$ cat config.mk
export PLATFORM = sky130hd
export DESIGN_NAME = pipe_stage_reg
export DESIGN_NICKNAME = d
export VERILOG_FILES = /design/src/rtl/pipe_pkg.sv /design/src/rtl/pipe_slot.sv /design/src/rtl/pipe_stage_reg.sv
export SDC_FILE = /design/constraint.sdc
export NUM_CORES = 1
export LEC_CHECK = 0
export BUFFER_PORTS_ARGS = -buffer_cell sky130_fd_sc_hd__clkbuf_2
export CAP_MARGIN = 20
export CORE_AREA = 2 2 167 169
export CTS_BUF_LIST = sky130_fd_sc_hd__clkbuf_4 sky130_fd_sc_hd__clkbuf_8
export CTS_CLUSTER_SIZE = 14
export DETAILED_ROUTE_END_ITERATION = 8
export DIE_AREA = 0 0 169 171
export PLACE_DENSITY_LB_ADDON = 0.15
export SETUP_SLACK_MARGIN = 0.3
export SLEW_MARGIN = 30
export SYNTH_ARGS = -nofsm -noshare
export SYNTH_HDL_FRONTEND = slang
export SYNTH_SLANG_ARGS = --single-unit
$ cat constraint.sdc
create_clock -name clk -period 1 [get_ports clk]
set_input_delay 0.15 -clock clk [delete_from_list [all_inputs] [get_ports clk]]
set_output_delay 0.15 -clock clk [all_outputs]
set_load 0.05 [all_outputs]
$ cat src/rtl/pipe_pkg.sv
`default_nettype none
// pipe_pkg: shared pipeline-stage action encoding, counter width and payload layouts.
// Rev 1.0
package pipe_pkg;

  typedef enum logic [1:0] {
    PIPE_ADV    = 2'd0,
    PIPE_BUBBLE = 2'd1,
    PIPE_FLUSH  = 2'd2,
    PIPE_HOLD   = 2'd3
  } pipe_action_e;

  localparam int PIPE_PERF_CNT_W = 32;

  // ID/EX boundary layout; its width is the stage register's default payload width.
  typedef struct packed {
    logic [4:0]  rs1;
    logic [4:0]  rs2;
    logic [4:0]  rd;
    logic        rd_valid;
    logic [31:0] imm;
    logic [6:0]  opcode;
    logic [8:0]  instr_id;
    logic [31:0] rs1_val;
    logic [31:0] rs2_val;
  } id_ex_payload_t;

  localparam int ID_EX_PAYLOAD_W = $bits(id_ex_payload_t);

endpackage
`default_nettype wire

$ cat src/rtl/pipe_slot.sv
`default_nettype none
// pipe_slot: one valid/payload/pc/tag pipeline register driven by the decoded stage action.
// Rev 1.0
module pipe_slot
  import pipe_pkg::*;
#(
  parameter int PAYLOAD_W = 128,
  parameter int PC_W      = 32,
  parameter int TAG_W     = 6,
  parameter bit IS_HEAD   = 1'b0
) (
  input  logic                 clk,
  input  logic                 rst_n,
  input  pipe_action_e         action,
  input  logic                 up_valid,
  input  logic [PAYLOAD_W-1:0] up_payload,
  input  logic [PC_W-1:0]      up_pc,
  input  logic [TAG_W-1:0]     up_tag,
  output logic                 valid,
  output logic [PAYLOAD_W-1:0] payload,
  output logic [PC_W-1:0]      pc,
  output logic [TAG_W-1:0]     tag
);

  always_ff @(posedge clk or negedge rst_n) begin
    if (!rst_n) begin
      valid   <= 1'b0;
      payload <= '0;
      pc      <= '0;
      tag     <= '0;
    end else begin
      case (action)
        PIPE_HOLD: begin
          valid   <= valid;
          payload <= payload;
          pc      <= pc;
          tag     <= tag;
        end
        PIPE_FLUSH: begin
          valid   <= 1'b0;
          payload <= '0;
          pc      <= up_pc;
          tag     <= '0;
        end
        PIPE_BUBBLE: begin
          // Only the head slot takes the bubble; later slots keep draining.
          valid   <= IS_HEAD ? 1'b0 : up_valid;
          payload <= IS_HEAD ? '0   : up_payload;
          pc      <= up_pc;
          tag     <= IS_HEAD ? '0   : up_tag;
        end
        default: begin
          valid   <= up_valid;
          payload <= up_payload;
          pc      <= up_pc;
          tag     <= up_tag;
        end
      endcase
    end
  end

endmodule
`default_nettype wire

$ cat src/rtl/pipe_stage_reg.sv
`default_nettype none
// pipe_stage_reg: DEPTH-slot pipeline stage register with freeze/bubble/flush, sequence tags,
// occupancy and optional event counters (PIPE_STAGE_PERF_CNT_EN). Rev 1.0
module pipe_stage_reg
  import pipe_pkg::*;
#(
  parameter int PAYLOAD_W = ID_EX_PAYLOAD_W,
  parameter int PC_W      = 32,
  parameter int DEPTH     = 1,
  parameter int TAG_W     = 6
) (
  input  logic                         clk,
  input  logic                         rst_n,
  input  logic                         in_valid,
  input  logic [PAYLOAD_W-1:0]         in_payload,
  input  logic [PC_W-1:0]              in_pc,
  input  logic                         cache_stall,
  input  logic                         load_use_stall,
  input  logic                         pipeline_flush,
  output logic                         out_valid,
  output logic [PAYLOAD_W-1:0]         out_payload,
  output logic [PC_W-1:0]              out_pc,
  output logic [TAG_W-1:0]             out_tag,
  output logic [$clog2(DEPTH+1)-1:0]   occupancy,
  output logic [PIPE_PERF_CNT_W-1:0]   perf_freeze_cnt,
  output logic [PIPE_PERF_CNT_W-1:0]   perf_bubble_cnt,
  output logic [PIPE_PERF_CNT_W-1:0]   perf_flush_cnt
);

  localparam int OCC_W = $clog2(DEPTH+1);

  pipe_action_e         action;
  logic [DEPTH-1:0]     slot_valid;
  logic [PAYLOAD_W-1:0] slot_payload [DEPTH];
  logic [PC_W-1:0]      slot_pc      [DEPTH];
  logic [TAG_W-1:0]     slot_tag     [DEPTH];
  logic [PAYLOAD_W-1:0] head_payload;
  logic [TAG_W-1:0]     head_tag;
  logic [TAG_W-1:0]     tag_ctr;
  logic [OCC_W-1:0]     shifted_cnt;
  logic [OCC_W-1:0]     occ_nxt;

  always_comb begin
    action = PIPE_ADV;
    if (cache_stall)         action = PIPE_HOLD;
    else if (pipeline_flush) action = PIPE_FLUSH;
    else if (load_use_stall) action = PIPE_BUBBLE;
  end

  assign head_payload = in_valid ? in_payload : '0;
  assign head_tag     = in_valid ? tag_ctr    : '0;

  for (genvar k = 0; k < DEPTH; k++) begin : g_slot
    if (k == 0) begin : g_head
      pipe_slot #(
        .PAYLOAD_W (PAYLOAD_W), .PC_W (PC_W), .TAG_W (TAG_W), .IS_HEAD (1'b1)
      ) u_slot (
        .clk        (clk),
        .rst_n      (rst_n),
        .action     (action),
        .up_valid   (in_valid),
        .up_payload (head_payload),
        .up_pc      (in_pc),
        .up_tag     (head_tag),
        .valid      (slot_valid[k]),
        .payload    (slot_payload[k]),
        .pc         (slot_pc[k]),
        .tag        (slot_tag[k])
      );
    end else begin : g_body
      pipe_slot #(
        .PAYLOAD_W (PAYLOAD_W), .PC_W (PC_W), .TAG_W (TAG_W), .IS_HEAD (1'b0)
      ) u_slot (
        .clk        (clk),
        .rst_n      (rst_n),
        .action     (action),
        .up_valid   (slot_valid[k-1]),
        .up_payload (slot_payload[k-1]),
        .up_pc      (slot_pc[k-1]),
        .up_tag     (slot_tag[k-1]),
        .valid      (slot_valid[k]),
        .payload    (slot_payload[k]),
        .pc         (slot_pc[k]),
        .tag        (slot_tag[k])
      );
    end
  end

  assign out_valid   = slot_valid[DEPTH-1];
  assign out_payload = slot_payload[DEPTH-1];
  assign out_pc      = slot_pc[DEPTH-1];
  assign out_tag     = slot_tag[DEPTH-1];

  // Valid slots that survive a shift are those in 0..DEPTH-2; the last one drains out.
  always_comb begin
    shifted_cnt = '0;
    for (int k = 0; k < DEPTH-1; k++) begin
      shifted_cnt = shifted_cnt + OCC_W'(slot_valid[k]);
    end
    case (action)
      PIPE_HOLD:   occ_nxt = occupancy;
      PIPE_FLUSH:  occ_nxt = '0;
      PIPE_BUBBLE: occ_nxt = shifted_cnt;
      default:     occ_nxt = shifted_cnt + OCC_W'(in_valid);
    endcase
  end

  always_ff @(posedge clk or negedge rst_n) begin
    if (!rst_n) begin
      occupancy <= '0;
      tag_ctr   <= '0;
    end else begin
      occupancy <= occ_nxt;
      if (action == PIPE_ADV && in_valid) tag_ctr <= tag_ctr + TAG_W'(1);
    end
  end

`ifdef PIPE_STAGE_PERF_CNT_EN
  localparam logic [PIPE_PERF_CNT_W-1:0] CNT_MAX = '1;

  always_ff @(posedge clk or negedge rst_n) begin
    if (!rst_n) begin
      perf_freeze_cnt <= '0;
      perf_bubble_cnt <= '0;
      perf_flush_cnt  <= '0;
    end else begin
      if (action == PIPE_HOLD && perf_freeze_cnt != CNT_MAX)
        perf_freeze_cnt <= perf_freeze_cnt + PIPE_PERF_CNT_W'(1);
      if (action == PIPE_BUBBLE && perf_bubble_cnt != CNT_MAX)
        perf_bubble_cnt <= perf_bubble_cnt + PIPE_PERF_CNT_W'(1);
      if (action == PIPE_FLUSH && perf_flush_cnt != CNT_MAX)
        perf_flush_cnt <= perf_flush_cnt + PIPE_PERF_CNT_W'(1);
    end
  end
`else
  assign perf_freeze_cnt = '0;
  assign perf_bubble_cnt = '0;
  assign perf_flush_cnt  = '0;
`endif

endmodule
`default_nettype wire

==> flow_summary.json <==
{
  "pin_count": 430,
  "dp.cells": 1188,
  "die_y_um": 171,
  "die_area_mm2": 0.0289,
  "crit_type": "input pin to register",
  "fin_crit_ns": 1.28,
  "synth_seq_cells": 173,
  "finClkSkew_ns": 0.00878,
  "end_kind": "register",
  "ys_seq_area_share_pct": 62.1,
  "remaining_drc_errors": 0,
  "rows": 61,
  "num_vias": 6245,
  "drv_cap": 0,
  "hold_violations": 132,
  "crit_required_ns": 1.35,
  "syn-cell-area_mm2": 0.00697,
  "fin_setup_tns_ns": -54.79,
  "rsz0062_at_grt": "yes",
  "synth_cells": 496,
  "start_kind": "input pin",
  "cts_sinks": 173,
  "violations": "hold timing, setup timing",
  "postRouteAntennaNets": 0,
  "powerDensity_mw_per_mm2": 1540,
  "grt_use_total_pct": 16.2,
  "numCtsBuffers": 17,
  "stdcell_count": 1482,
  "dr.pass1.iters": 4,
  "viasPerCell": 4.21,
  "yosysWarnings": 0,
  "layout.nets": 1292,
  "grt_antenna_before_repair": 0,
  "drv_slew": 0,
  "layout_setup_ws_ns": -0.283,
  "syn_avg_cell_area_um2": 14.1,
  "slowest_stage": "ha_4",
  "cts_max_path_buffers": 2,
  "finalCritPeriodShare_pct": 128,
  "place_hpwl_mm": 14.5,
  "clk_latency_ns": 0.45,
  "gp_congestion": 0.691,
  "antenna_cells": 0,
  "crit_arrival_ns": 1.64,
  "critPathMaxFanout": 5,
  "drive_above_1_share_pct": 57.0,
  "grt_max_degree": 50,
  "hold_path.class": "input pin to async pin",
  "fin_util_pct": 52.4,
  "die_x_um": 169,
  "coreArea_mm2": 0.0273,
  "netlist-cell-type-count": 22,
  "drt_iter0_drc": 187,
  "status": "finished with violations",
  "irDropWorstVdd_v": 0.000869,
  "start_util_pct": 25.5,
  "cts_tree": "yes",
  "grt_pass1_vias": 6573,
  "setup_viol": 304,
  "total_power_mw": 22.0,
  "synthToLayoutAreaGrowth_pct": 105,
  "overflow": 0,
  "detail_route.wirelength_mm": 24.7,
  "worstPathCellList": "buf_6 > or2_4 > ha_4 > nor3b_4 > buf_6 > buf_12 > buf_8 > buf_12 > buf_16 > a22o_1",
  "fin_hold_ws_ns": -0.455,
  "max_freq_ghz": 0.780,
  "path_clk_slew_ns": 0.11,
  "root_buffer": "clkbuf_8",
  "io_buffers": 333,
  "wire_per_inst_um": 16.7,
  "htree_levels": 4,
  "grt_pass1_wl_mm": 36.5,
  "power.leakage_nw": 6.97,
  "cp_slowest_stage_delay_ns": 0.28
}
worst max-delay path, delay by kind of cell:
kind / cells / cell delay [ns]
adder cells (fa/ha/maj): 1 / 0.28
AO/OA/AOI/OAI: 1 / 0.19
AND/OR/NAND/NOR: 2 / 0.30
buffers and inverters: 6 / 0.71
cells by family after synthesis:
kind of cell	synth area share (%)
muxes	5.33
buffers and inverters	13.4
AOI/OAI and AO/OA	17.1
other	0.0538
xor gates and xnor gates	0.628
adders and majority gates	0.539
and+or+nand+nor	0.880
DFF	62.1
synth_stat cells:
library cell	number	area share (%)
buf_2	14	1.0
conb_1	1	0.054
nor3b_2	1	0.18
nand2_1	3	0.16
nor3_1	1	0.072
or2_2	1	0.090
inv_1	3	0.16
xor2_1	2	0.25
and2_1	1	0.090
a21o_1	2	0.22
a22o_1	134	17
mux2_2	33	5.3
buf_4	98	11
dfrtp_1	173	62
nand3_1	2	0.14
buf_6	6	0.97
nand4_1	1	0.090
nor2_1	1	0.054
ha_1	3	0.54
clkbuf_1	12	0.65
xnor2_1	3	0.38
buf_1	1	0.054
worst paths after layout:
kind                                      from                                  end  slack, ns  cells past startpoint
worst max-delay path            pipeline_flush  g_slot[0].g_head.u_slot.payload[89]      -0.28                     10
worst max register to register      tag_ctr[0]                           tag_ctr[1]      -0.03                      2
max in group asynchronous                rst_n   g_slot[0].g_head.u_slot.payload[7]       0.36                      3
worst min-delay path                     rst_n   g_slot[0].g_head.u_slot.payload[2]      -0.46                      1
min in group clk                      in_valid                           tag_ctr[2]       0.13                      4
worst min register to register      tag_ctr[5]                           tag_ctr[5]       0.48                      1
report_power, final:
part	switching (mW)	leakage (nW)	total (mW)	internal (mW)
combinational	4.67	4.64	8.67	4.00
sequential	0.676	2.13	8.43	7.75
clock	2.94	0.198	4.88	1.94
total	8.29	6.97	22.0	13.7
layout by cell type (no fill, tap or decap), drive strengths merged:
cell,n
nor3b,1
xor2,2
xnor2,3
nand2,3
a22o,134
dfrtp,173
clkbuf,185
nor3,1
ha,3
conb,96
clkinv,5
inv,11
buf,309
nand3,2
nand4,1
and2,1
or2,1
a21o,2
dlygate4sd3,169
nor2,1
mux2,33
repair_timing:
action                                  CTS  global route
buffers inserted                         41            35
hold buffers                            165             4
endpoints found under the setup margin  341           357
pin swaps                                 8            22
endpoints found under the hold margin   333           153
gates cloned                             15             2
gates resized for setup                 383           189
stage by stage:
step	setup WS [ns]	instance area (um^2)
after floorplan	-0.381	7520
after global placement	-0.565	9240
after detailed placement	-0.596	9240
after CTS	-0.275	13700
after global routing	-0.285	14300
final	-0.283	14300
routing by layer:
layer | vias up | global-route usage (%) | wire length, um
li1 | 2868 | - | -
met1 | 3117 | 18.8 | 9610
met2 | 247 | 29.5 | 13300
met3 | 13 | 4.81 | 1550
met5 | - | 0 | 0
met4 | 0 | 3.20 | 252
cell type report:
cell class	instances	area [um^2]
Tap cell	346	433
Sequential cell	173	4450
Clock inverter	13	125
Fill cell	2296	13000
Timing Repair Buffer	644	6880
Inverter	3	11.3
Clock buffer	19	255
Multi-Input combinational cell	284	2150
registers in the layout, summed over array words and instances (netlist names):
name and flops:
g_slot.g_head.u_slot.payload 128, g_slot.g_head.u_slot.pc 32, g_slot.g_head.u_slot.tag 6, tag_ctr 6, occupancy 1
No activity file was read; power rests on OpenSTA's default activity.
